==> config.mk <==
export PLATFORM = sky130hd
export DESIGN_NAME = data_path
export DESIGN_NICKNAME = d
export VERILOG_FILES = /design/src/rtl/data_path.sv
export SDC_FILE = /design/constraint.sdc
export NUM_CORES = 1
export LEC_CHECK = 0
export CAP_MARGIN = 20
export CORE_ASPECT_RATIO = 0.6
export CORE_MARGIN = 2
export CORE_UTILIZATION = 49
export DETAILED_ROUTE_END_ITERATION = 6
export PLACE_DENSITY = 0.77
export SLEW_MARGIN = 20
export SYNTH_ARGS = -nofsm -noshare
export SYNTH_HDL_FRONTEND = slang
export SYNTH_SLANG_ARGS = --single-unit
==> constraint.sdc <==
create_clock -name clock -period 2.1 [get_ports clock]
set_input_delay 0.21 -clock clock [delete_from_list [all_inputs] [get_ports clock]]
set_output_delay 0.21 -clock clock [all_outputs]
set_load 0.005 [all_outputs]
==> src/rtl/data_path.sv <==
`default_nettype none
// +--------------------------------------------------------------------------+
// | Module   : data_path                                                      |
// | Purpose  : Push-button-stepped serial frame receiver. A one-pulser turns  |
// |            each clkPB press into a single-cycle step. The protocol engine |
// |            waits for a start bit (0), collects a 4-bit length MSB first,  |
// |            then forwards that many payload bits from SerIn to SerOut with |
// |            valid high. The 7-segment digit shows the payload bits still   |
// |            to come.                                                       |
// | Ports    : clock   - system clock, rising edge                            |
// |            reset   - synchronous, active-high                             |
// |            clkPB   - asynchronous push-button level                       |
// |            SerIn   - serial data, sampled when a step is consumed         |
// |            display - active-low segments {g,f,e,d,c,b,a}                  |
// |            valid   - high while payload bits are being forwarded          |
// |            SerOut  - SerIn while valid, else 0                            |
// | Revision : 1.0 - initial release                                          |
// +--------------------------------------------------------------------------+
module data_path (
   input  logic       clock,
   input  logic       reset,
   input  logic       clkPB,
   input  logic       SerIn,
   output logic [6:0] display,
   output logic       valid,
   output logic       SerOut
);

   typedef enum logic [1:0] {
      S_IDLE = 2'd0,
      S_LEN  = 2'd1,
      S_DATA = 2'd2
   } state_t;

   state_t     state_q, state_d;
   logic       sync1_q, sync2_q, sync3_q;
   logic [2:0] len_q,   len_d;   // first three length bits; the fourth arrives with the completing step
   logic [1:0] idx_q,   idx_d;
   logic [3:0] cnt_q,   cnt_d;
   logic       valid_q, valid_d;
   logic       step;
   logic [3:0] len_full;

   // sync1/sync2 resynchronise the button; sync3 holds the previous level so
   // a held button yields exactly one step.
   assign step     = sync2_q & ~sync3_q;
   assign len_full = {len_q, SerIn};

   always_comb begin
      state_d = state_q;
      len_d   = len_q;
      idx_d   = idx_q;
      cnt_d   = cnt_q;
      case (state_q)
         S_IDLE: begin
            if (step && !SerIn) begin
               len_d   = 3'd0;
               idx_d   = 2'd0;
               state_d = S_LEN;
            end
         end
         S_LEN: begin
            if (step) begin
               len_d = len_full[2:0];
               idx_d = idx_q + 2'd1;
               if (idx_q == 2'd3) begin
                  cnt_d   = len_full;
                  // A zero-length frame carries no payload.
                  state_d = (len_full != 4'd0) ? S_DATA : S_IDLE;
               end
            end
         end
         S_DATA: begin
            if (step) begin
               cnt_d = cnt_q - 4'd1;
               if (cnt_q == 4'd1) begin
                  state_d = S_IDLE;
               end
            end
         end
         default: begin
            state_d = S_IDLE;
         end
      endcase
      valid_d = (state_d == S_DATA);
   end

   always_ff @(posedge clock) begin
      if (reset) begin
         sync1_q <= 1'b0;
         sync2_q <= 1'b0;
         sync3_q <= 1'b0;
         state_q <= S_IDLE;
         len_q   <= 3'd0;
         idx_q   <= 2'd0;
         cnt_q   <= 4'd0;
         valid_q <= 1'b0;
      end else begin
         sync1_q <= clkPB;
         sync2_q <= sync1_q;
         sync3_q <= sync2_q;
         state_q <= state_d;
         len_q   <= len_d;
         idx_q   <= idx_d;
         cnt_q   <= cnt_d;
         valid_q <= valid_d;
      end
   end

   always_comb begin
      display = 7'b1000000;
      case (cnt_q)
         4'h0: display = 7'b1000000;
         4'h1: display = 7'b1111001;
         4'h2: display = 7'b0100100;
         4'h3: display = 7'b0110000;
         4'h4: display = 7'b0011001;
         4'h5: display = 7'b0010010;
         4'h6: display = 7'b0000010;
         4'h7: display = 7'b1111000;
         4'h8: display = 7'b0000000;
         4'h9: display = 7'b0010000;
         4'hA: display = 7'b0001000;
         4'hB: display = 7'b0000011;
         4'hC: display = 7'b1000110;
         4'hD: display = 7'b0100001;
         4'hE: display = 7'b0000110;
         4'hF: display = 7'b0001110;
         default: display = 7'b1000000;
      endcase
   end

   assign valid  = valid_q;
   assign SerOut = valid_q & SerIn;

endmodule
`default_nettype wire

==> results.py, run 1 <==
metrics = {
    "run_status": {
        "run_status": "completed",
    },
    "yosys": {
        "synth_top_family_by_area": "simple AND/OR/NAND/NOR gates",
        "syn_inst": 128,
        "synth_area_per_cell_sq_um": 8.93,
        "netlist_area_sq_um": 1140,
        "yosys.area_share.simple_pct": 21.6,
        "synth_compound_area_share_pct": 17.0,
        "synthAdderAreaFrac_pct": 9.85,
        "synth-xor-area-share_pct": 0.766,
        "synth-seq-area-share_pct": 38.5,
        "synthMuxAreaShare_pct": 6.24,
        "synthDistinctLibCells": 40,
        "synth_seq_cells": 22,
        "ys_warn_count": 0,
        "synth_nets": 141,
    },
    "worst_setup_path": {
        "path_class": "flip-flop to flip-flop",
        "r2r_start": "idx_q[1]",
        "crit_required_ps": 2250,
        "reg2reg_depth": 9,
        "crit_fanout": 5,
        "r2r-end": "display[0]",
        "worstPathArrival_ps": 2250,
        "cp-start-kind": "flip-flop",
        "r2r_slack_ps": 2,
        "crit_path_end_kind": "flip-flop",
    },
    "hold_path": {
        "min_path_type": "flip-flop to flip-flop",
        "min_to": "sync2_q",
        "whs_path_depth": 1,
        "hold_start": "sync1_q",
    },
    "pwr": {
        "p_per_area_nw_per_um2": 473,
        "power_mw": 0.735,
        "ir_worst_vdd_mv": 0.440,
        "p_leak_nw": 0.583,
    },
    "routing": {
        "viasPerCell": 5.76,
        "drc": 0,
        "ant_nets": 0,
        "drt-initial-drc-count": 60,
        "num_vias": 1042,
        "first_pass_iters": 4,
        "routed_wirelength_um": 2910,
        "wl_per_cell_um": 16.0,
    },
    "finish": {
        "final_area_sq_um": 1550,
        "antenna_cells": 0,
        "drive_gt1_share_pct": 29.8,
        "fin_util_pct": 71.2,
        "nets": 166,
        "layout.cells.non_filler": 181,
        "syn_to_final_growth_pct": 35.8,
        "fillCellCount": 158,
    },
    "placement": {
        "place.gp.congestion": 0.872,
        "hpwlAfterDp_um": 1880,
        "place_area_sq_um": 1370,
        "io_buffers": 12,
        "place_inst": 176,
    },
    "timing": {
        "worstMarginPinSlew_ps": 466,
        "finClkSkew_ps": 1.18,
        "hold_slack_ps": 461,
        "setup_violations": 0,
        "fmax_ghz": 0.477,
        "hold_violations": 0,
        "fin_crit_sh_pct": 99.9,
        "min_period_ps": 2100,
        "rsz0062_at_grt": "true",
        "drv_slew": 0,
        "max-slew-margin-rel_pct": 68.6,
    },
    "grt": {
        "grt-ovfl-total": 0,
        "grt_max_degree": 14,
        "grt.total_usage_pct": 20.8,
        "grt_pass1_wl_um": 4310,
        "antenna_found_initial": 0,
        "grt_pass1_vias": 932,
    },
    "floorplanning": {
        "initial_core_util_pct": 52.5,
        "num_rows": 13,
        "die_area_sq_um": 2750,
        "design.core.area_sq_um": 2180,
        "die_h_um": 41.4,
        "fp.dieW_um": 66.4,
        "ios": 13,
    },
    "clock_network": {
        "clk_latency_ps": 260,
        "root_buffer": "clkbuf_8",
        "clockBufferDepth": 2,
        "cts_num_sinks": 22,
        "htreeDepth": 1,
        "path_clk_slew_ps": 70,
        "cts_hold_buffers": 0,
        "numCtsBuffers": 3,
        "cts_tree": "done",
    },
    "run": {
        "cap_violations": 0,
    },
}
==> repair_timing <==
item	in CTS	in global routing
buffers inserted	0	2
resized for setup	12	19
pin swaps	2	7
setup endpoints to repair	4	7
endpoints found under the hold margin	0	0
==> final cells by class <==
cell class / instances / area, sq um / area share [%]
Clock buffer: 3 / 41.3 / 2.66
Sequential cell: 22 / 450 / 29.0
Tap cell: 30 / 37.5 / 2.42
Multi-Input combinational cell: 90 / 746 / 48.0
Inverter: 10 / 40.0 / 2.58
Timing Repair Buffer: 26 / 238 / 15.3
==> power breakdown <==
| part | internal [mW] | leakage, nW | switching (mW) |
|---|---|---|---|
| combinational | 0.0269 | 0.381 | 0.0274 |
| sequential | 0.421 | 0.181 | 0.00409 |
| clock | 0.128 | 0.0216 | 0.128 |
| total | 0.576 | 0.583 | 0.159 |
==> how the worst max path moves through the flow <==
stage / endpoint / start / slack, ps
2_1_floorplan: display[0] / idx_q[0] / 80
3_3_place_gp: display[1] / state_q[1] / 50
3_5_place_dp: display[0] / state_q[1] / -80
4_1_cts: display[0] / idx_q[1] / 0.5
5_1_grt: display[0] / idx_q[1] / -80
6_report: display[0] / idx_q[1] / 2
==> synth_stat cells, drive strengths merged <==
| cell | instances | area [sq um] |
|---|---|---|
| dfxtp | 22 | 440 |
| nor2 | 18 | 67.6 |
| inv | 10 | 37.5 |
| ha | 9 | 113 |
| a21oi | 7 | 35.0 |
| mux2i | 6 | 60.1 |
| a22oi | 4 | 30.0 |
| buf | 4 | 25.0 |
| nor2b | 4 | 25.0 |
| nor3 | 4 | 25.0 |
| o21ai | 4 | 20.0 |
| nand3b | 3 | 22.5 |
| o22ai | 3 | 18.8 |
| a211oi | 2 | 15.0 |
| and2 | 2 | 12.5 |
| clkbuf | 2 | 7.51 |
| nand2 | 2 | 7.51 |
| nor4 | 2 | 12.5 |
| nor4b | 2 | 17.5 |
| or2 | 2 | 12.5 |
| a211o | 1 | 8.76 |
| a21o | 1 | 7.51 |
| a2bb2oi | 1 | 15.0 |
| mux2 | 1 | 11.3 |
| nand2b | 1 | 6.26 |
| nand3 | 1 | 5.00 |
| nor4bb | 1 | 10.0 |
| o211a | 1 | 10.0 |
| o21a | 1 | 7.51 |
| o22a | 1 | 8.76 |
| o2bb2ai | 1 | 8.76 |
| o32ai | 1 | 8.76 |
| or2b | 1 | 7.51 |
| or3 | 1 | 6.26 |
| or3b | 1 | 8.76 |
| xnor2 | 1 | 8.76 |
==> routing by layer <==
layer	GRT usage, %	up-vias	part of all wire (%)
met5	0	-	0
met4	6.94	0	2.3
met3	5.69	10	7.2
met2	30.6	46	47
met1	29.3	491	43
li1	-	495	-
==> per-stage QoR <==
| stage | setup TNS (ps) | worst slack, ps |
|---|---|---|
| CTS | 0 | 0.451 |
| floorplan | 0 | 80.5 |
| global placement | 0 | 52.5 |
| finish | 0 | 1.52 |
| global route | -223 | -75.2 |
| detailed placement | -116 | -80.1 |
==> cell usage in the layout (no fill, tap or decap), types with 2 or more instances in the layout <==
cell             count
dfxtp_1             16
nor2_1              15
buf_4               13
clkdlybuf4s50_1     12
inv_1                8
a21oi_1              6
mux2i_1              5
dfxtp_2              5
o21ai_0              4
nor2b_1              4
a22oi_1              4
ha_4                 4
nand3b_1             3
o22ai_1              3
nor3_1               3
ha_1                 3
clkbuf_8             3
nor2_2               2
nand2_1              2
nor4b_2              2
and2_1               2
ha_2                 2
==> kinds of logic (layout without fill, tap and decap cells) <==
logic type | Yosys count | count (layout)
XOR/XNOR | 1 | 1
AND/OR/NAND/NOR | 45 | 45
adder cells (fa/ha/maj) | 9 | 9
flip-flops | 22 | 22
AO/OA/AOI/OAI | 28 | 28
buffers and inverters | 16 | 39
multiplexers | 7 | 7
==> state kept, by name, summed over array words and instances, names as in the netlist <==
signal	count
valid	1
display	7
state_q	2
sync2_q	1
sync3_q	1
len_q	3
cnt_q	4
sync1_q	1
idx_q	2
==> critical path, cell delays in order, from the launching register on <==
cell	delay, ps
dfxtp_2	360
ha_4	140
nand3b_1	170
a21oi_2	230
mux2i_2	350
nor2_4	110
ha_2	210
nor4b_2	200
nor2_1	90
o21a_1	120
Power figures use the tool's default switching activity.
==> run 2, diff against run 1 <==
--- a/config.mk
+++ b/config.mk
@@ -6,12 +6,13 @@
 export NUM_CORES = 1
 export LEC_CHECK = 0
 export CAP_MARGIN = 20
-export CORE_ASPECT_RATIO = 0.6
+export CORE_ASPECT_RATIO = 1.5
 export CORE_MARGIN = 2
 export CORE_UTILIZATION = 49
+export CTS_CLUSTER_DIAMETER = 150
 export DETAILED_ROUTE_END_ITERATION = 6
 export PLACE_DENSITY = 0.77
-export SLEW_MARGIN = 20
+export SLEW_MARGIN = 10
 export SYNTH_ARGS = -nofsm -noshare
 export SYNTH_HDL_FRONTEND = slang
 export SYNTH_SLANG_ARGS = --single-unit
==> results.py, run 2 (synthesis gave the netlist of run 1 again) <==
metrics = {
    "run_status": {
        "run_status": "completed",
    },
    "grt": {
        "grt_max_degree": 17,
        "antenna_found_initial": 0,
        "grt.total_usage_pct": 18.9,
        "grt_pass1_wl_um": 4030,
        "grt_pass1_vias": 975,
        "grt-ovfl-total": 0,
    },
    "routing": {
        "wl_per_cell_um": 16.3,
        "num_vias": 1070,
        "drt-initial-drc-count": 39,
        "viasPerCell": 5.91,
        "routed_wirelength_um": 2950,
        "ant_nets": 0,
        "first_pass_iters": 4,
        "drc": 0,
    },
    "placement": {
        "place_area_sq_um": 1390,
        "place_inst": 172,
        "place_ws_ps": -12.9,
        "hpwlAfterDp_um": 1820,
        "io_buffers": 12,
        "place.gp.congestion": 0.891,
    },
    "clock_network": {
        "cts_num_sinks": 22,
        "clk_latency_ps": 330,
        "htreeDepth": 1,
        "path_clk_slew_ps": 130,
        "root_buffer": "clkbuf_4",
        "cts_tree": "done",
        "clockBufferDepth": 2,
        "numCtsBuffers": 3,
    },
    "worst_setup_path": {
        "cp.depth": 10,
        "critPathLaunch": "state_q[0]",
        "reg2reg_depth": 10,
        "worst-path-buf-inv": 2,
        "crit_path_end_kind": "flip-flop",
        "slowest_stage": "dfxtp_4",
        "r2r-end": "display[0]",
        "worstSetupEndpoint": "display[0]",
        "worstPathArrival_ps": 2330,
        "cp-start-kind": "flip-flop",
        "crit_required_ps": 2340,
        "path_delay_family": "simple AND/OR/NAND/NOR gates",
        "critPathMaxStageDelay_ps": 390,
        "r2r_start": "state_q[0]",
        "r2r_slack_ps": 7,
        "crit_fanout": 7,
        "path_cells": "buf_4 > nor2b_1 > o21ai_0 > nand3_2 > nor2_4 > inv_2 > ha_1 > nor4b_2 > nor2_1 > o21a_1",
        "path_class": "flip-flop to flip-flop",
    },
    "pwr": {
        "clockPowerShare_pct": 41.0,
        "p_seq_share_pct": 52.3,
        "p_int_mw": 0.642,
        "power_mw": 0.814,
        "sw_frac_of_total_pct": 21.1,
        "p_comb_share_pct": 6.7,
        "switchingPower_mw": 0.172,
        "ir_worst_vdd_mv": 0.439,
        "p_per_area_nw_per_um2": 518,
        "p_leak_nw": 0.616,
    },
    "timing": {
        "setup_violations": 0,
        "min_period_ps": 2090,
        "finClkSkew_ps": 8.85,
        "fmax_ghz": 0.478,
        "rsz0062_at_grt": "true",
        "tns_ps": 0,
        "fin_crit_sh_pct": 99.7,
        "drv_slew": 0,
        "hold_slack_ps": 433,
        "hold_violations": 0,
        "max-slew-margin-rel_pct": 72.1,
        "layout_setup_ws_ps": 6.68,
        "worstMarginPinSlew_ps": 415,
    },
    "finish": {
        "final_cell_mix": "19 x buf_4, 16 x nor2_1, 16 x dfxtp_1",
        "final_area_sq_um": 1570,
        "syn_to_final_growth_pct": 37.4,
        "largest_reg_flops": 7,
        "nets": 172,
        "drive_gt1_share_pct": 32.3,
        "antenna_cells": 0,
        "layout.cells.non_filler": 181,
        "fillCellCount": 166,
        "fin_util_pct": 70.4,
        "final_common_cell": "buf_4",
    },
    "hold_path": {
        "min_path_type": "input port to flip-flop",
    },
    "floorplanning": {
        "fp.dieW_um": 43.4,
        "die_area_sq_um": 2740,
        "initial_core_util_pct": 51.2,
        "design.core.area_sq_um": 2230,
        "num_rows": 21,
        "die_h_um": 63.2,
        "ios": 13,
    },
    "run": {
        "cap_violations": 0,
    },
}
==> run 2: per-layer routing <==
layer	global-route usage (%)	vias to the layer above	share of wire (%)	routed length [um]
met4	7.95	0	2.1	61
met2	37.3	23	59	1740
met3	1.72	6	2.5	73
met5	0	-	0	0
met1	18.8	537	36	1070
li1	-	504	-	-
==> run 2: power by group through the flow <==
stage | Clock [mW] | Combinational [mW] | Sequential (mW)
final | 0.334 | 0.0546 | 0.425
after floorplan | 0 | 0.0269 | 0.434
after detailed placement | 0 | 0.0486 | 0.435
after global placement | 0 | 0.0480 | 0.435
after global routing | 0.347 | 0.0588 | 0.426
after CTS | 0.337 | 0.0493 | 0.426
==> run 2: timing repair <==
action | 4_1_cts | 5_1_grt
setup buffers | 1 | 4
hold buffers | 0 | 0
setup endpoints to repair | 3 | 7
gates resized for setup | 1 | 26
pin swaps | 1 | 4
==> run 2: how the worst min path moves through the flow <==
| stage | from | endpoint | slack (ps) | depth (start not counted) |
|---|---|---|---|---|
| CTS | clkPB | sync1_q | 430 | 2 |
| global route | clkPB | sync1_q | 430 | 2 |
| floorplan | reset | cnt_q[3] | 320 | 1 |
| global placement | sync1_q | sync2_q | 420 | 1 |
| detailed placement | sync1_q | sync2_q | 440 | 1 |
| finish | clkPB | sync1_q | 430 | 2 |
==> run 2: cell type report <==
type | instances | area (sq um) | share of cell area (%)
inverter | 10 | 37.5 | 2.39
clock buffer | 3 | 22.5 | 1.43
clock inverter | 1 | 30.0 | 1.91
timing repair buffer | 32 | 283 | 18.0
tap | 23 | 28.8 | 1.83
sequential | 22 | 450 | 28.7
multi-input combinational | 90 | 719 | 45.8
